--- src/rtl/dmux_pkg.sv ---
// Shared constants and slot state encoding for the buffered 1-to-8 byte demultiplexer.
package dmux_pkg;

  localparam int N_CH  = 8;
  localparam int SEL_W = 3;

  typedef enum logic {
    S_EMPTY = 1'b0,
    S_FULL  = 1'b1
  } slot_state_t;

endpackage

--- src/rtl/dmux_slot.sv ---
// One-entry register slice: parks a byte on ld and holds it until the consumer takes it.
module dmux_slot
  import dmux_pkg::*;
#(
  parameter int DW = 8
) (
  input  logic          clk,
  input  logic          rst,
  input  logic          ld,
  input  logic [DW-1:0] d,
  output logic          valid,
  input  logic          ready,
  output logic [DW-1:0] q
);

  slot_state_t state, state_next;

  always_ff @(posedge clk) begin
    if (rst) state <= S_EMPTY;
    else     state <= state_next;
  end

  // A drain with a simultaneous reload keeps the slot FULL.
  always_comb begin
    state_next = state;
    case (state)
      S_EMPTY: if (ld) state_next = S_FULL;
      S_FULL:  if (ready && !ld) state_next = S_EMPTY;
      default: state_next = S_EMPTY;
    endcase
  end

  always_comb begin
    valid = (state == S_FULL);
  end

  always_ff @(posedge clk) begin
    if (rst)     q <= '0;
    else if (ld) q <= d;
  end

endmodule

--- src/rtl/dmux1t8_8_buf.sv ---
// Buffered 1-to-8 byte demultiplexer with per-channel valid/ready drains.
// Optional macro DMUX_BCAST_EN adds a bcast input that loads all eight slots at once.
module dmux1t8_8_buf
  import dmux_pkg::*;
#(
  parameter int DW    = 8,
  parameter int CNT_W = 16
) (
  input  logic               clk,
  input  logic               rst,
  input  logic               in_valid,
  output logic               in_ready,
  input  logic [DW-1:0]      in_data,
  input  logic [SEL_W-1:0]   s,
`ifdef DMUX_BCAST_EN
  input  logic               bcast,
`endif
  output logic [N_CH*DW-1:0] out_data,
  output logic [N_CH-1:0]    out_valid,
  input  logic [N_CH-1:0]    out_ready,
  output logic [CNT_W-1:0]   acc_cnt
);

  logic [N_CH-1:0] sel_onehot;
  logic [N_CH-1:0] ld;
  logic            uni_ready;
  logic            accept;

  always_comb begin
    sel_onehot    = '0;
    sel_onehot[s] = 1'b1;
    uni_ready     = ~out_valid[s] | out_ready[s];
  end

  // Broadcast needs every slot free (or draining) before it can accept.
`ifdef DMUX_BCAST_EN
  always_comb begin
    in_ready = bcast ? (&(~out_valid | out_ready)) : uni_ready;
    accept   = in_valid & in_ready;
    ld       = accept ? (bcast ? {N_CH{1'b1}} : sel_onehot) : '0;
  end
`else
  always_comb begin
    in_ready = uni_ready;
    accept   = in_valid & in_ready;
    ld       = accept ? sel_onehot : '0;
  end
`endif

  for (genvar k = 0; k < N_CH; k++) begin : g_slot
    dmux_slot #(.DW(DW)) u_slot (
      .clk   (clk),
      .rst   (rst),
      .ld    (ld[k]),
      .d     (in_data),
      .valid (out_valid[k]),
      .ready (out_ready[k]),
      .q     (out_data[k*DW +: DW])
    );
  end

  always_ff @(posedge clk) begin
    if (rst)         acc_cnt <= '0;
    else if (accept) acc_cnt <= acc_cnt + 1'b1;
  end

endmodule
--- config.mk ---
export PLATFORM = sky130hd
export DESIGN_NAME = dmux1t8_8_buf
export DESIGN_NICKNAME = d
export VERILOG_FILES = /design/src/rtl/dmux_pkg.sv /design/src/rtl/dmux_slot.sv /design/src/rtl/dmux1t8_8_buf.sv
export SDC_FILE = /design/constraint.sdc
export NUM_CORES = 1
export LEC_CHECK = 0
export CORE_MARGIN = 4
export CORE_UTILIZATION = 47
export DETAILED_ROUTE_END_ITERATION = 10
export PLACE_DENSITY = 0.85
export SKIP_LAST_GASP = 1
export SYNTH_ARGS = -nofsm -noshare
export SYNTH_HDL_FRONTEND = slang
export SYNTH_SLANG_ARGS = --single-unit
export TNS_END_PERCENT = 50
--- constraint.sdc ---
create_clock -name clk -period 2.6 [get_ports clk]
set_input_delay 0.39 -clock clk [delete_from_list [all_inputs] [get_ports clk]]
set_output_delay 0.39 -clock clk [all_outputs]
set_load 0.02 [all_outputs]
# Word level (Yosys, flattened, before mapping)

Index checks and enable logic that the tools add are counted.

Bitwise logic cells: 11
Reductions and logical operators: 17
Multiplexer cells: 31
Add/subtract/negate cells: 1
Magnitude comparators: 2

Operator list:

| operator                                                              | number |
|---|---|
| 1-bit 2-to-1 mux                                                      | 19 |
| 16-bit by 1-bit adder with 16-bit output, second input constant       | 1 |
| 1-bit one-hot mux with 2 select lines                                 | 8 |
| 1-bit logical AND                                                     | 9 |
| 1-bit NOT                                                             | 9 |
| 1-bit logical NOT                                                     | 8 |
| 8-bit 2-to-1 mux                                                      | 1 |
| 1-bit binary-select mux with 3-bit select                             | 2 |
| 3-bit by 4-bit < comparator with 1-bit output, second input constant  | 1 |
| 1-bit demux with 3-bit select                                         | 1 |
| 3-bit by 1-bit >= comparator with 1-bit output, second input constant | 1 |
| 1-bit bitwise AND                                                     | 1 |
| 1-bit bitwise OR                                                      | 1 |

Output and inout bits: 89
Register bits: 88

# Logic depth before layout (Yosys ltp)

Depth after elaboration: 10
Depth in mapped cells: 9
Mapped depth without buffers: 5

# Modules after synthesis

From an unflattened synthesis, not the netlist that was laid out.

Cell total of the unflattened synthesis: 352
Area total of the unflattened synthesis: 3573.4 um2

Modules (own cells, without submodules):

| module        | area an instance (um2) | cells each | sequential area each (um2) | times used |
|---|---|---|---|---|
| dmux_slot     | 321.6                  | 30         | 180.2                      | 8 |
| dmux1t8_8_buf | 1001.0                 | 112        | 320.3                      | 1 |

# Least setup slack after synthesis

OpenSTA, ideal clock, no wires.

Path type: input to output
Start point: input s[1]
End point: output in_ready
Stages on the path: 7
Data required time: 2210 ps
Slack: 385 ps
Arrival: 1825 ps
Cells stage by stage: buf_2 -> mux4_2 -> mux2i_4 -> buf_4 -> nor4_2 -> buf_2 -> inv_2

Cells in the longest elaborated chain, start to end: 4

Ends and longest elaborated chain:

| item                                      | RTL line            | source |
|---|---|---|
| from (decl)                               | dmux1t8_8_buf.sv:14 | `input logic [SEL_W-1:0] s,` |
| 1-bit binary-select mux with 3-bit select | dmux1t8_8_buf.sv:32 | `uni_ready = ~out_valid[s] \| out_ready[s];` |
| 1-bit 2-to-1 mux (not written as such)    | dmux1t8_8_buf.sv:32 |  |
| 1-bit NOT                                 | dmux1t8_8_buf.sv:32 |  |
| 1-bit bitwise OR (*)                      | dmux1t8_8_buf.sv:32 |  |
| to (decl)                                 | dmux1t8_8_buf.sv:12 | `output logic in_ready,` |

Every way passes the cells marked *; elsewhere a longest branch is shown, timed or not. The select of a mux whose other input is x is not followed.

# Final worst setup path

Start point: input s[2]
End point: output in_ready

Same word-level chain as after synthesis.

==> impl_metrics.csv <==
group,metric,value,unit
setup_path,worst_setup_path_end_kind,"output port",
setup_path,critPathLaunchType,"primary input",
logic_synthesis,yosys_warnings,0,
global_routing,grt_overflow,0,
setup_path,path_cells,"clkdlybuf4s50_1 > buf_4 > nor4bb_1 > a41o_1 > nor4_4 > inv_2 > dlygate4sd2_1",
die,die-area,9379,um^2
setup_path,cp_max_fo,6,
logic_synthesis,synth-simple-area-share,0.1686,
flow_run,drv_cap,0,
routing,wl,10120,um
logic_synthesis,synth_xor_area_frac,0.002361,
hold_path,min_path_type,"in -> reg",
layout,syn2layout_area_growth,42.06,%
layout,final_nets,509,
sta,max_freq,0.4207,GHz
clock_tree,cts_hold_buf,0,
logic_synthesis,synthMuxAreaShare,0.2081,
logic_synthesis,synth-async-reset-ratio,0,
clock_tree,cts_tree,"yes",
global_routing,use_met2,0.3684,
routing,via_per_inst,5.460,
logic_synthesis,synth_top_area_share,0.4749,
global_routing,grt_use_total,0.2109,
placed_design,io_buffers,110,
placed_design,post-place-ws,-0.2951,ns
routing,vias,3238,
hold_path,min_to,"g_slot[3].u_slot.q[1]",
routing,avgRoutedWirePerCell,17.06,um
sta,hold_violations,0,
logic_synthesis,avgSynthCellArea,9.686,um^2
die,rows,32,
power_and_ir_drop,fin_total_pwr,0.002790,W
power_and_ir_drop,power_density,529.4,nW/um^2
clock_tree,cts_root_buf,"clkbuf_8",
logic_synthesis,synth_compound_area_frac,0.07892,
clock_tree,clk_latency,0.35,ns
placed_design,dpl.cell_count,577,
setup_path,slowest_delay,0.54,ns
setup_path,crit_type,"in -> out",
sta,setup_viol_count_final,0,
layout,fin_util,0.6855,
die,ioPinCount,111,
layout,fill_cells,590,
clock_tree,cts_buffers,9,
logic_synthesis,yosys.area.top_type,"dfxtp_1",
die,coreArea,7687,um^2
sta,rsz0062_at_grt,"no",
layout,finalNonFillerCells,593,
global_routing,grt_antenna_before_repair,0,
power_and_ir_drop,ir_drop,0.4763,mV
setup_path,cpMaxStageDelayCell,"clkdlybuf4s50_1",
placed_design,post-dp-hpwl,7287,um
global_routing,grtUsageMet1,0.2376,
setup_path,worstSetupStartpoint,"s[2]",
setup_path,reg2reg_slack,0.42,ns
routing,first_pass_iters,4,
sta,slew_viol_final,0,
sta,worst_slack,0.2232,ns
setup_path,cp.arrival,1.99,ns
sta,tightestPinTransition,0.5694,ns
hold_path,min_path_cells,2,
logic_synthesis,synth_cell_type_count,39,
sta,slew_headroom,0.6163,
routing,drcViolationCount,0,
die,start_util,0.4826,
placed_design,gp_congestion,0.8343,
die,die_w,96.85,um
setup_path,crit_required,2.21,ns
logic_synthesis,synthTopCellsByArea,"dfxtp_1 (47%), mux2i_1 (18%), nor2_1 (7.3%)",
logic_synthesis,synthFlopType,"dfxtp_1",
global_routing,grt_most_used_layer,"met2",
global_routing,grt_first_pass_wirelength,16170,um
layout,diodes,0,
clock_tree,htree_levels,3,
sta,fin_crit,2.377,ns
clock_tree,cts.sinks,88,
sta,finClkSkew,0.007926,ns
logic_synthesis,synth_top_family_by_area,"multiplexers",
run_status,status,"complete, no violations",
global_routing,grt_use_met3,0.07498,
setup_path,rr_worst_depth,6,
logic_synthesis,ys_ff_latch,88,
global_routing,grt_max_degree,36,
logic_synthesis,synthAdderAreaFrac,0.003373,
logic_synthesis,syn_inst,383,
logic_synthesis,syn_nets,406,
power_and_ir_drop,leakage,2.319,nW
clock_tree,cts_setup_buffers,0,
setup_path,r2r_end,"acc_cnt[15]",
global_routing,grt_pass1_vias,3251,
logic_synthesis,synth_edf_count,0,
sta,post-route-period-util,0.9141,
layout,drive_gt1_frac,0.1283,
die,die_h,96.85,um
hold_path,worstHoldStart,"rst",
logic_synthesis,ys_seq_area_frac,0.4749,
setup_path,r2r-start,"g_slot[7].u_slot.valid",
routing,first_iter_violations,128,
clock_tree,clk_path_buf_depth,2,
logic_synthesis,netlist_area,3710,um^2
clock_tree,clk_pin_slew,0.09,ns
routing,ant_nets,0,
==> per-layer routing <==
metal | part of all wire | vias to the layer above
met4 | 0.013 | 0
met1 | 0.39 | 1560
li1 | - | 1540
met3 | 0.095 | 13
met5 | 0 | -
met2 | 0.50 | 125
==> critical path: cells and delay by family <==
family,cells,cell delay (ns)
AOI/OAI and AO/OA,1,0.25
buffers and inverters,4,1.08
and+or+nand+nor,2,0.26
==> repair_timing <==
| item | in CTS | in global routing |
|---|---|---|
| endpoints found under the setup margin | 1 | 0 |
| endpoints found under the hold margin | 0 | 0 |
| gates resized for setup | 6 | 0 |
==> worst max-delay path by stage <==
stage                          end  slack, ns  cells after the start
after global placement    in_ready      -0.25                      6
after floorplan           in_ready       0.39                      7
after global routing      in_ready       0.12                      7
after detailed placement  in_ready      -0.30                      6
final                     in_ready       0.22                      7
after CTS                 in_ready       0.22                      7
==> per-stage QoR <==
stage | cell area [um^2] | TNS, ns | hold slack (ns)
after floorplan | 3710 | 0 | 0.4596
after global placement | 5032 | -4.501 | 0.4741
after detailed placement | 5032 | -9.296 | 0.4831
after CTS | 5270 | 0 | 0.4480
after global routing | 5270 | 0 | 0.4865
final | 5270 | 0 | 0.4646
==> Yosys cell counts, types with 2 or more instances <==
| library cell | n |
|---|---|
| o41ai_2 | 2 |
| mux2_1 | 3 |
| nor4bb_1 | 2 |
| buf_4 | 9 |
| nor3_1 | 4 |
| nor4_1 | 2 |
| inv_1 | 2 |
| o21ai_1 | 6 |
| nor2_1 | 72 |
| dfxtp_1 | 88 |
| mux4_2 | 2 |
| a21oi_1 | 19 |
| or4_1 | 4 |
| nand2_1 | 3 |
| nand2b_1 | 9 |
| buf_2 | 15 |
| inv_2 | 2 |
| or3_1 | 8 |
| nand4_1 | 4 |
| o31ai_1 | 3 |
| clkbuf_1 | 21 |
| mux2i_1 | 67 |
| and3_1 | 2 |
| nor2b_1 | 2 |
| o41ai_1 | 8 |
| nor4b_1 | 2 |
| nand3_1 | 10 |
==> flip-flops by register name, summed over array words and instances (netlist names) <==
signal               flops
acc_cnt                 16
g_slot.u_slot.valid      8
g_slot.u_slot.q         64
==> cell usage in the layout, fill, tap and decap left out, types with 2 or more instances in the layout <==
cell type / n
dlygate4sd2_1: 2
o21ai_1: 6
or3_1: 8
nor4bb_1: 2
nor2b_1: 2
or4_1: 4
nand4_1: 4
mux4_2: 2
buf_12: 4
inv_1: 2
mux2_1: 3
bufinv_16: 2
nor2_1: 72
inv_2: 2
o41ai_2: 10
nand2b_1: 9
dfxtp_1: 88
and3_1: 2
mux2i_1: 67
o31ai_1: 3
nor3_1: 4
clkdlybuf4s50_1: 106
nor4b_1: 2
clkinvlp_4: 2
nand3_1: 10
nand2_1: 3
clkbuf_8: 9
nor4_1: 2
a21oi_1: 18
buf_4: 23
==> where the power goes <==
| group | internal, W | switching, W | total, W |
|---|---|---|---|
| Sequential | 0.00137 | 0.0000218 | 0.00140 |
| Combinational | 0.000148 | 0.000173 | 0.000321 |
| Clock | 0.000553 | 0.000520 | 0.00107 |
| Total | 0.00208 | 0.000714 | 0.00279 |
==> cell families after synthesis <==
logic type                 count (synthesis)
adders and majority gates                  1
buffers and inverters                     49
xor gates and xnor gates                   1
muxes                                     73
and+or+nand+nor                          128
AOI/OAI and AO/OA                         43
DFF                                       88
==> final cells by class <==
type	instances	area (um^2)	share of cell area
Tap cell	102	127.6	0.02422
Timing Repair Buffer	137	1346	0.2555
Sequential cell	88	1762	0.3343
Inverter	4	15.01	0.002849
Clock buffer	9	123.9	0.02350
Multi-Input combinational cell	246	1792	0.3400
Clock inverter	7	103.9	0.01971
No activity file was read; power rests on OpenSTA's default activity.
==> edit 1, RTL diff (config.mk and constraints unchanged) <==
Change the package constant `N_CH` from 8 to 9.
--- a/src/rtl/dmux_pkg.sv
+++ b/src/rtl/dmux_pkg.sv
@@ -1,7 +1,7 @@
 // Shared constants and slot state encoding for the buffered 1-to-8 byte demultiplexer.
 package dmux_pkg;
 
-  localparam int N_CH  = 8;
+  localparam int N_CH  = 9;
   localparam int SEL_W = 3;
 
   typedef enum logic {
Interface: changed (resized out_data, out_ready and out_valid); port bits go from 111 to 121. The function was not compared with the original's and may differ.
==> edit 1 against the original RTL <==
- global-route usage grew 0.055 points
- critical path depth shrank 1
- area after synthesis grew 2.4%
- cell area is essentially flat
- register-to-register slack gained 0.09 ns
- sequential cell count grew 1
- largest cell class unchanged
- clock power shrank 9%
- wire length shrank 0.19%
- combinational power grew 3%
- worst hold slack gained 0.019 ns
- total power shrank 2.8%
- clock skew grew 0.0014 ns
- worst setup slack lost 0.063 ns
==> edit 1: results (changes against the original RTL) <==
Outcome
  – Status: finished clean

Worst setup path
  – Register-to-Register Setup Slack: 0.51 ns (+0.09 ns)
  – CP Max Fanout: 4 (-2)
  – RR Endpoint: g_slot[0].u_slot.q[0]
  – Cells on worst reg2reg path: 7 (+1)
  – CP arrival: 2.05 ns (+0.06 ns)
  – FF-to-FF Start: g_slot[4].u_slot.valid

Pwr
  – Leak: 0.00229 uW (-1.1%)

Cells and area
  – Final layout net count: 522 (+2.6%)
  – Layout cells sized above 1: 12.9% (+0.092 points)

Global routing
  – First-pass GRT wire length: 16.7 mm (+3.1%)
  – Met1 Use GR: 25.2% (+1.4 points)
  – Total Routing Usage GR: 21.1% (+0.055 points)

Min path
  – HP Class: reg2reg
  – Hold Crit Endpoint: g_slot[8].u_slot.valid
  – Hold path depth: 1 (-1)
  – Min-delay src: g_slot[8].u_slot.valid

Timing
  – Slew at the pin closest to its max-slew limit: 0.617 ns (+0.0479 ns)
  – Final Skew: 0.00934 ns (+0.00141 ns)
  – Final critical-path required period: 2.44 ns (+0.0627 ns)

Synth
  – Seq/Total Area, Yosys: 46.9% (-0.57 points)
  – Mux contribution to synthesized area: 19.4% (-1.4 points)
  – Synth area leaders: dfxtp_1 47%, mux2i_1 18%, nor2_1 6.8%
  – Xor and xnor fraction of the mapped netlist area: 0.231% (-0.0054 points)
  – Synth Area in Adders: 0.329% (-0.0078 points)
  – Distinct cells, synth: 35 (-10%)
  – Commonest cells post-synth: 89 x dfxtp_1, 69 x nor2_1, 67 x mux2i_1, 22 x a21oi_1, 21 x clkbuf_1

Detailed routing
  – Via count: 3243 (+0.15%)
  – Total routed wirelength: 10.1 mm (-0.19%)
  – Vias per inst: 5.36 (-1.8%)
  – Metal1 wirelength: 4.13 mm (+4.0%)
==> edit 1: critical path, stage by stage <==
cell and delay [ns]:
clkdlybuf4s50_1 0.59, inv_1 0.16, mux2i_4 0.23, nor4_4 0.30, inv_1 0.06, dlygate4sd2_1 0.32
==> edit 1: repair_timing <==
item / 4_1_cts / 5_1_grt
buffers inserted: 0 / 0
setup endpoints to repair: 1 / 0
resized for setup: 4 / 0
endpoints found under the hold margin: 0 / 0
==> edit 1: cell type report <==
cell class                      instances  area, um^2
Sequential cell                        89        1780
Fill cell                             601        2540
Clock inverter                          7        77.6
Tap cell                              102         128
Multi-Input combinational cell        251        1800
Inverter                                5        18.8
Clock buffer                            9         124
Timing Repair Buffer                  142        1340
==> edit 1: power breakdown <==
group	switching [uW]	internal, uW	total, uW
logic	184	148	331
registers	18.2	1390	1410
clock network	515	457	971
==> edit 1: cell families after synthesis <==
group           Yosys count
compound gates           48
xor+xnor                  1
fa+ha+maj                 1
buf+inv                  57
flops                    89
mux                      70
other cells               1
simple gates            123
==> edit 2, RTL diff (same settings) <==
Made on the original files. Register the output `acc_cnt` once more, without a reset; this adds one clock of latency there. The other outputs are not delayed to match.
--- a/src/rtl/dmux1t8_8_buf.sv
+++ b/src/rtl/dmux1t8_8_buf.sv
@@ -20,6 +20,8 @@
   input  logic [N_CH-1:0]    out_ready,
   output logic [CNT_W-1:0]   acc_cnt
 );
+
+  logic [CNT_W-1:0] acc_cnt_s0;
 
   logic [N_CH-1:0] sel_onehot;
   logic [N_CH-1:0] ld;
@@ -60,8 +62,12 @@
   end
 
   always_ff @(posedge clk) begin
-    if (rst)         acc_cnt <= '0;
-    else if (accept) acc_cnt <= acc_cnt + 1'b1;
+    if (rst)         acc_cnt_s0 <= '0;
+    else if (accept) acc_cnt_s0 <= acc_cnt_s0 + 1'b1;
+  end
+
+  always_ff @(posedge clk) begin
+    acc_cnt <= acc_cnt_s0;
   end
 
 endmodule
Function: changed (a bounded check fails within 4 cycles, from zero or initial values and one cycle with rst high).
==> edit 2 against the original RTL <==
- total power increased by 6.5%
- utilization decreased by 1.9 points
- largest cell class is now flip-flops and latches
- critical path type unchanged
- sequential cell count grew 16
- clock power shrank 6%
- cell area rose by 4.4%
- critical endpoint unchanged
- area after synthesis grew 7.6%
- wire length decreased by 3.3%
- worst setup slack got worse by 0.046 ns
- largest power group unchanged
- first-iteration DRC count rose by 23%
==> edit 2: results (changes against the original RTL) <==
Outcome
  – Status: finished clean

Global routing
  – Met1 Use GR: 24.0% (+0.29 points)
  – Largest net degree at the start of global routing: 67 (+86%)
  – Vias in the first global route: 3191 (-1.8%)
  – Total Routing Usage GR: 19.7% (-1.4 points)

Timing
  – Hold WS: 0.382 ns (-0.0824 ns)
  – Slew at the pin closest to its max-slew limit: 0.470 ns (-0.0997 ns)

Pwr
  – Seq pwr: 1640 uW (+17%)
  – Leak: 0.00236 uW (+1.8%)
  – Clk pwr: 1010 uW (-6%)

Placement
  – Placed Area: 5310 um^2 (+5.4%)

Synth
  – Synth area leaders: dfxtp_1 52%, mux2i_1 17%, nor2_1 6.5%
  – Syn_nets: 414 (+2.0%)
  – Commonest cells post-synth: 104 x dfxtp_1, 69 x nor2_1, 67 x mux2i_1, 22 x clkbuf_1, 20 x a21oi_1

Clock network
  – Post_cts resized: 2 (-4)

Detailed routing
  – Metal3 WL: 593 um (-39%)
  – Drt first-iter violations: 157 (+23%)
  – Metal1 wirelength: 4.11 mm (+3.5%)
  – DR WL/cell: 16.2 um (-5.0%)
  – Vias per inst: 5.28 (-3.2%)

Min path
  – Hold path depth: 0 (-2)
  – Min-delay src: acc_cnt_s0[15]

Worst setup path
  – CP arrival: 2.03 ns (+0.04 ns)
  – Max incr delay on CP: 0.51 ns (-0.03 ns)
  – RR Endpoint: acc_cnt_s0[14]
  – CP Max Fanout: 5 (-1)

Cells and area
  – Final layout net count: 517 (+1.6%)
  – Layout cells sized above 1: 11.6% (-1.2 points)
edit 2: cell types whose count changed in the layout (fill, tap and decap cells not counted), moves of 4 or more:
cell     delta
o21ai_1     -6
o31ai_1     +5
or4_1       +4
dfxtp_1    +16
nand3_1     -5
edit 2: layout make-up:
class,count,area [um^2],share of cell area (%)
Clock buffer,10,128,2.32
Inverter,5,18.8,0.341
Sequential cell,104,2080,37.8
Timing Repair Buffer,135,1320,24.0
Tap cell,105,131,2.39
Clock inverter,6,73.8,1.34
Multi-Input combinational cell,239,1750,31.8
edit 2: logic make-up (layout without fill, tap and decap cells):
logic type	after synthesis	in the layout	share of synthesized area, %
buffers and inverters	48	156	5.64
AND/OR/NAND/NOR	120	120	14.9
flip-flops	104	104	52.2
XOR/XNOR	1	1	0.219
adder cells (fa/ha/maj)	1	1	0.313
AO/OA/AOI/OAI	46	46	8.03
multiplexers	71	71	18.8
